===== config.mk =====
export PLATFORM = sky130hd
export DESIGN_NAME = stopwatch_routine
export DESIGN_NICKNAME = d
export VERILOG_FILES = /design/src/rtl/stopwatch_pkg.sv /design/src/rtl/key_edge.sv /design/src/rtl/stopwatch_routine.sv
export SDC_FILE = /design/constraint.sdc
export NUM_CORES = 1
export LEC_CHECK = 0
export ABC_AREA = 1
export CORE_MARGIN = 8
export CORE_UTILIZATION = 51
export CTS_CLUSTER_SIZE = 12
export DETAILED_ROUTE_END_ITERATION = 12
export GPL_TIMING_DRIVEN = 0
export PLACE_DENSITY = 0.86
export SLEW_MARGIN = 30
export SYNTH_ARGS = -nofsm -noshare
export SYNTH_HDL_FRONTEND = slang
export SYNTH_SLANG_ARGS = --single-unit

===== constraint.sdc =====
create_clock -name Clock -period 3.5 [get_ports Clock]
set_input_delay 1.05 -clock Clock [delete_from_list [all_inputs] [get_ports Clock]]
set_output_delay 1.05 -clock Clock [all_outputs]
set_load 0.05 [all_outputs]

===== src/rtl/stopwatch_pkg.sv =====
// Shared types and constants for the stopwatch routine: FSM state, 7-segment
// table, Out field layout and the reset/blank display word.
package stopwatch_pkg;

  typedef enum logic [1:0] {
    IDLE = 2'd0,
    RUN  = 2'd1,
    STOP = 2'd2
  } state_t;

  localparam logic [6:0] SEG_0 = 7'h40;
  localparam logic [6:0] SEG_1 = 7'h79;
  localparam logic [6:0] SEG_2 = 7'h24;
  localparam logic [6:0] SEG_3 = 7'h30;
  localparam logic [6:0] SEG_4 = 7'h19;
  localparam logic [6:0] SEG_5 = 7'h12;
  localparam logic [6:0] SEG_6 = 7'h02;
  localparam logic [6:0] SEG_7 = 7'h78;
  localparam logic [6:0] SEG_8 = 7'h00;
  localparam logic [6:0] SEG_9 = 7'h10;
  localparam logic [6:0] SEG_BLANK_ZERO = 7'h40;

  localparam int unsigned OUT_W    = 46;
  localparam int unsigned RED_LSB  = 36;
  localparam int unsigned RED_W    = 10;
  localparam int unsigned GRN_LSB  = 28;
  localparam int unsigned GRN_W    = 8;
  localparam int unsigned HEX3_LSB = 21;
  localparam int unsigned HEX2_LSB = 14;
  localparam int unsigned HEX1_LSB = 7;
  localparam int unsigned HEX0_LSB = 0;
  localparam int unsigned HEX_W    = 7;

  localparam logic [OUT_W-1:0] OUT_RESET =
    {18'd0, SEG_BLANK_ZERO, SEG_BLANK_ZERO, SEG_BLANK_ZERO, SEG_BLANK_ZERO};

  // Active-low segments, bit0=a .. bit6=g; non-BCD codes show all segments off.
  function automatic logic [6:0] seg(input logic [3:0] d);
    logic [6:0] s;
    case (d)
      4'd0:    s = SEG_0;
      4'd1:    s = SEG_1;
      4'd2:    s = SEG_2;
      4'd3:    s = SEG_3;
      4'd4:    s = SEG_4;
      4'd5:    s = SEG_5;
      4'd6:    s = SEG_6;
      4'd7:    s = SEG_7;
      4'd8:    s = SEG_8;
      4'd9:    s = SEG_9;
      default: s = 7'h7f;
    endcase
    return s;
  endfunction

endpackage


===== src/rtl/key_edge.sv =====
// Pushbutton conditioner: 2-flop synchronizer plus falling-edge detect,
// producing a registered 1-cycle press pulse 3 cycles after the pin falls.
module key_edge (
  input  logic clk,
  input  logic rst,
  input  logic key,
  output logic pulse
);

  logic s1, s2, s3;

  always_ff @(posedge clk or posedge rst) begin
    if (rst) begin
      s1    <= 1'b1;
      s2    <= 1'b1;
      s3    <= 1'b1;
      pulse <= 1'b0;
    end else begin
      s1    <= key;
      s2    <= s1;
      s3    <= s2;
      pulse <= s3 & ~s2;
    end
  end

endmodule


===== src/rtl/stopwatch_routine.sv =====
// Stopwatch: start/stop/clear FSM, 0.01 s prescaler, BCD ss.hh counter with
// 8-bit minutes, registered display word. Lap freeze under `STOPWATCH_LAP_EN.
module stopwatch_routine
  import stopwatch_pkg::*;
#(
  parameter int unsigned TICK_DIV = 500000
) (
  input  logic              Clock,
  input  logic              Reset,
  input  logic              KeyStart,
  input  logic              KeyClear,
  input  logic              KeyLap,
  output logic [OUT_W-1:0]  Out
);

  localparam int unsigned PW = (TICK_DIV > 2) ? $clog2(TICK_DIV) : 1;

  state_t        state;
  logic [PW-1:0] presc;
  logic [3:0]    h0, h1, s0, s1;
  logic [7:0]    minutes;
  logic          start_p, clear_p;
  logic          lap_q;
  logic          tick;

  key_edge u_start (.clk(Clock), .rst(Reset), .key(KeyStart), .pulse(start_p));
  key_edge u_clear (.clk(Clock), .rst(Reset), .key(KeyClear), .pulse(clear_p));

`ifdef STOPWATCH_LAP_EN
  logic lap_p;

  key_edge u_lap (.clk(Clock), .rst(Reset), .key(KeyLap), .pulse(lap_p));

  always_ff @(posedge Clock or posedge Reset) begin
    if (Reset)
      lap_q <= 1'b0;
    else if (clear_p)
      lap_q <= 1'b0;
    else if (lap_p && state == RUN)
      lap_q <= ~lap_q;
  end
`else
  logic lap_key_unused;
  assign lap_key_unused = KeyLap;
  assign lap_q          = 1'b0;
`endif

  assign tick = (state == RUN) && (presc == PW'(TICK_DIV - 1));

  always_ff @(posedge Clock or posedge Reset) begin
    if (Reset) begin
      state   <= IDLE;
      presc   <= '0;
      h0      <= '0;
      h1      <= '0;
      s0      <= '0;
      s1      <= '0;
      minutes <= '0;
    end else if (clear_p) begin
      state   <= IDLE;
      presc   <= '0;
      h0      <= '0;
      h1      <= '0;
      s0      <= '0;
      s1      <= '0;
      minutes <= '0;
    end else begin
      case (state)
        IDLE:    if (start_p) state <= RUN;
        RUN:     if (start_p) state <= STOP;
        STOP:    if (start_p) state <= RUN;
        default: state <= IDLE;
      endcase

      if (state == RUN)
        presc <= tick ? '0 : presc + PW'(1);

      // A tick coinciding with a start pulse still advances the count.
      if (tick) begin
        if (h0 == 4'd9) begin
          h0 <= 4'd0;
          if (h1 == 4'd9) begin
            h1 <= 4'd0;
            if (s0 == 4'd9) begin
              s0 <= 4'd0;
              if (s1 == 4'd5) begin
                s1      <= 4'd0;
                minutes <= minutes + 8'd1;
              end else begin
                s1 <= s1 + 4'd1;
              end
            end else begin
              s0 <= s0 + 4'd1;
            end
          end else begin
            h1 <= h1 + 4'd1;
          end
        end else begin
          h0 <= h0 + 4'd1;
        end
      end
    end
  end

  // While lap-frozen the digit and minute fields simply stop reloading.
  always_ff @(posedge Clock or posedge Reset) begin
    if (Reset) begin
      Out <= OUT_RESET;
    end else begin
      Out[RED_LSB +: RED_W] <= {state == RUN, lap_q, 8'h00};
      if (!lap_q) begin
        Out[GRN_LSB  +: GRN_W] <= minutes;
        Out[HEX3_LSB +: HEX_W] <= seg(s1);
        Out[HEX2_LSB +: HEX_W] <= seg(s0);
        Out[HEX1_LSB +: HEX_W] <= seg(h1);
        Out[HEX0_LSB +: HEX_W] <= seg(h0);
      end
    end
  end

endmodule


==> results.md <==
- Max frequency: 0.367 GHz
- DR WL/cell: 13.4 µm
- # H-tree levels: 3
- WHS: 0.360 ns
- Die Ht: 110 µm
- N_diodes: 0
- Mapped Avg Cell Area: 8.77 µm²
- Fin. Hold Viols: 0
- Top-area cell type share of the netlist area: 44.7%
- PwrDens: 487 nW/µm²
- Max-slew headroom: 64.1%
- CP arrival: 1.68 ns
- Ports: 51
- RSZ-0062 raised after global routing: no
- Critical path endpoint category: output pin
- CTS tree: done
- Hold crit path type: flop to flop
- Status: finished clean
- Distinct cells, synth: 38
- Hold Buf Count CTS: 0
- Top delay family on crit path: buffers and inverters
- # rows: 34
- Final wirelength: 9180 µm
- Fraction of layout cells with a size suffix above 1: 12.7%
- Layout fillers: 709
- Leading area contributor after synthesis: dfrtp_1
- Number of synthesized flops with an enable pin: 0
- CP cell instances: clkdlybuf4s50_1
- Vias post-DR: 3,604
- Setup WS post-layout: 0.775 ns
- DRC viols: 0
- Register Area: 2260 µm²
- DRT iter0 DRCs: 207
- Number of global-route vias before repair: 3,596
- CP Class: flop to output pin
- Die ar.: 12,000 µm²
- Detailed placer's ending HPWL: 6650 µm
- CTS Buffer Depth: 2
- Max-cap viol count: 0
- Gates resized, CTS repair: 0
- Gpl congestion: 0.921
- Worst Tran Pin Value: 0.533 ns
- Data required, critical path: 2.45 ns
- Routed vias/inst: 5.27
- Final setup violation count: 0
- Clock root cell: clkbuf_8
- Most common cell in the netlist: nand2_1
- Worst setup path startpoint: Out[27]
- Worst min-delay path startpoint: u_start.s1
- Seq/Total Area, Yosys: 50.6%
- Postcts setup bufs: 0
- Register clock-pin slew on the reported worst setup and hold paths: 0.09 ns
- Clk_skew: 0.0142 ns
- Setup TNS: 0 ns
- Sink Count: 90
- Slew Viols, Final: 0
- Async SR Flop Fraction: 100%
- Core area: 8640 µm²
- Pleak: 2.53 nW
- Worst-skew pair later-pin latency: 0.36 ns
- Crit path buf inv count: 1
- IO buf count: 40
- Largest net degree at the start of global routing: 58
- Gr usage total: 16.5%
- Final period utilization: 77.9%
- Startpoint Class: flop
- Area of the multi-input gates: 1870 µm²
- Min cycle time layout: 2.73 ns
- Synth Register Bits: 90
- Drt pass-1 iters: 5
- Mapped Area: 4480 µm²
- Fin util: 61.1%
- Crit Path Max Fanout: 1
- Post-synthesis cell count: 511
- Critical path's largest stage delay: 0.79 ns
- Worst R2R Start: h0[1]
- Initial Util: 51.9%
- Global route overflow: 0
- # nets final: 598
- Initial antenna violation count: 0
- CP max-delay cell: clkdlybuf4s50_1
- Die width: 110 µm
- Final Total Pwr: 2.57 mW
- VDD IR max: 0.339 mV
- Ys flop type: dfrtp_1
- Antenna-violating nets left: 0
- First-pass GRT wire length: 16,000 µm
- Dpl ws: 1.15 ns
- Top post-synthesis cells by area: dfrtp_1 45%, nand2_1 8.5%, ha_1 6.1%, o21ai_0 5.9%, dfstp_2 5.9%
- CTS buffer count: 9
- Commonest cells post-synth: 102 x nand2_1, 80 x dfrtp_1, 55 x inv_1
- Area growth syn-to-layout: 17.7%
- Ys Warns: 0
## logic make-up after synthesis
family / after synthesis / share of synthesized area (%)
and+or+nand+nor: 228 / 22.8
AOI/OAI and AO/OA: 82 / 10.4
DFF: 90 / 50.6
other: 1 / 0.0837
xor gates and xnor gates: 8 / 1.56
adders and majority gates: 22 / 6.15
buffers and inverters: 80 / 8.35
## cell type report
class | count | area share, %
clock buffer | 12 | 2.75
sequential | 90 | 42.9
tap | 108 | 2.56
clock inverter | 4 | 0.973
multi-input combinational | 349 | 35.5
buffer | 20 | 2.80
timing repair buffer | 41 | 8.11
inverter | 60 | 4.39
## layer usage
metal / share of wire [%] / GRT usage, % / up-vias
met2: 51 / 28.5 / 115
met5: 0 / 0 / -
met4: 2.1 / 7.14 / 0
met1: 41 / 18.9 / 1713
li1: - / - / 1755
met3: 6.0 / 4.40 / 21
## report_power, final
group | internal (mW) | switching (mW)
registers | 1.14 | 0.0594
logic | 0.210 | 0.454
clock network | 0.350 | 0.353
total | 1.70 | 0.867
## path summary, 6_finish.rpt
path / end / slack, ns / depth (start not counted)
max: Out[27] / 0.77 / 1
min: u_start.s2 / 0.36 / 0
max reg2reg: minutes[0] / 1.62 / 10
min reg2reg: u_start.s2 / 0.36 / 0
max in group asynchronous: Out[13] / 1.83 / 3
min in group asynchronous: Out[23] / 1.04 / 2
## metrics by stage
step | cell area [µm²] | std cells
3_5_place_dp | 5080 | 668
5_1_grt | 5270 | 684
2_1_floorplan | 4510 | 519
3_3_place_gp | 5040 | 667
4_1_cts | 5270 | 684
6_report | 5270 | 684
## flip-flops by register name, summed over array words and instances (netlist names), 2 cells and up
register	count
presc	19
s0	4
h0	4
minutes	8
Out	37
s1	4
h1	4
state	2
## placed cells by master, fill, tap and decap left out, types with 8 or more instances in the layout
cell / instances
a21oi_1: 10
buf_4: 10
clkbuf_8: 10
clkdlybuf4s50_1: 40
conb_1: 9
dfrtp_1: 80
dfstp_2: 10
ha_1: 22
inv_1: 54
nand2_1: 102
nand3_1: 40
nand4_1: 11
nor2_1: 52
o21ai_0: 53
o21ai_2: 8
Power figures use the tool's default switching activity.
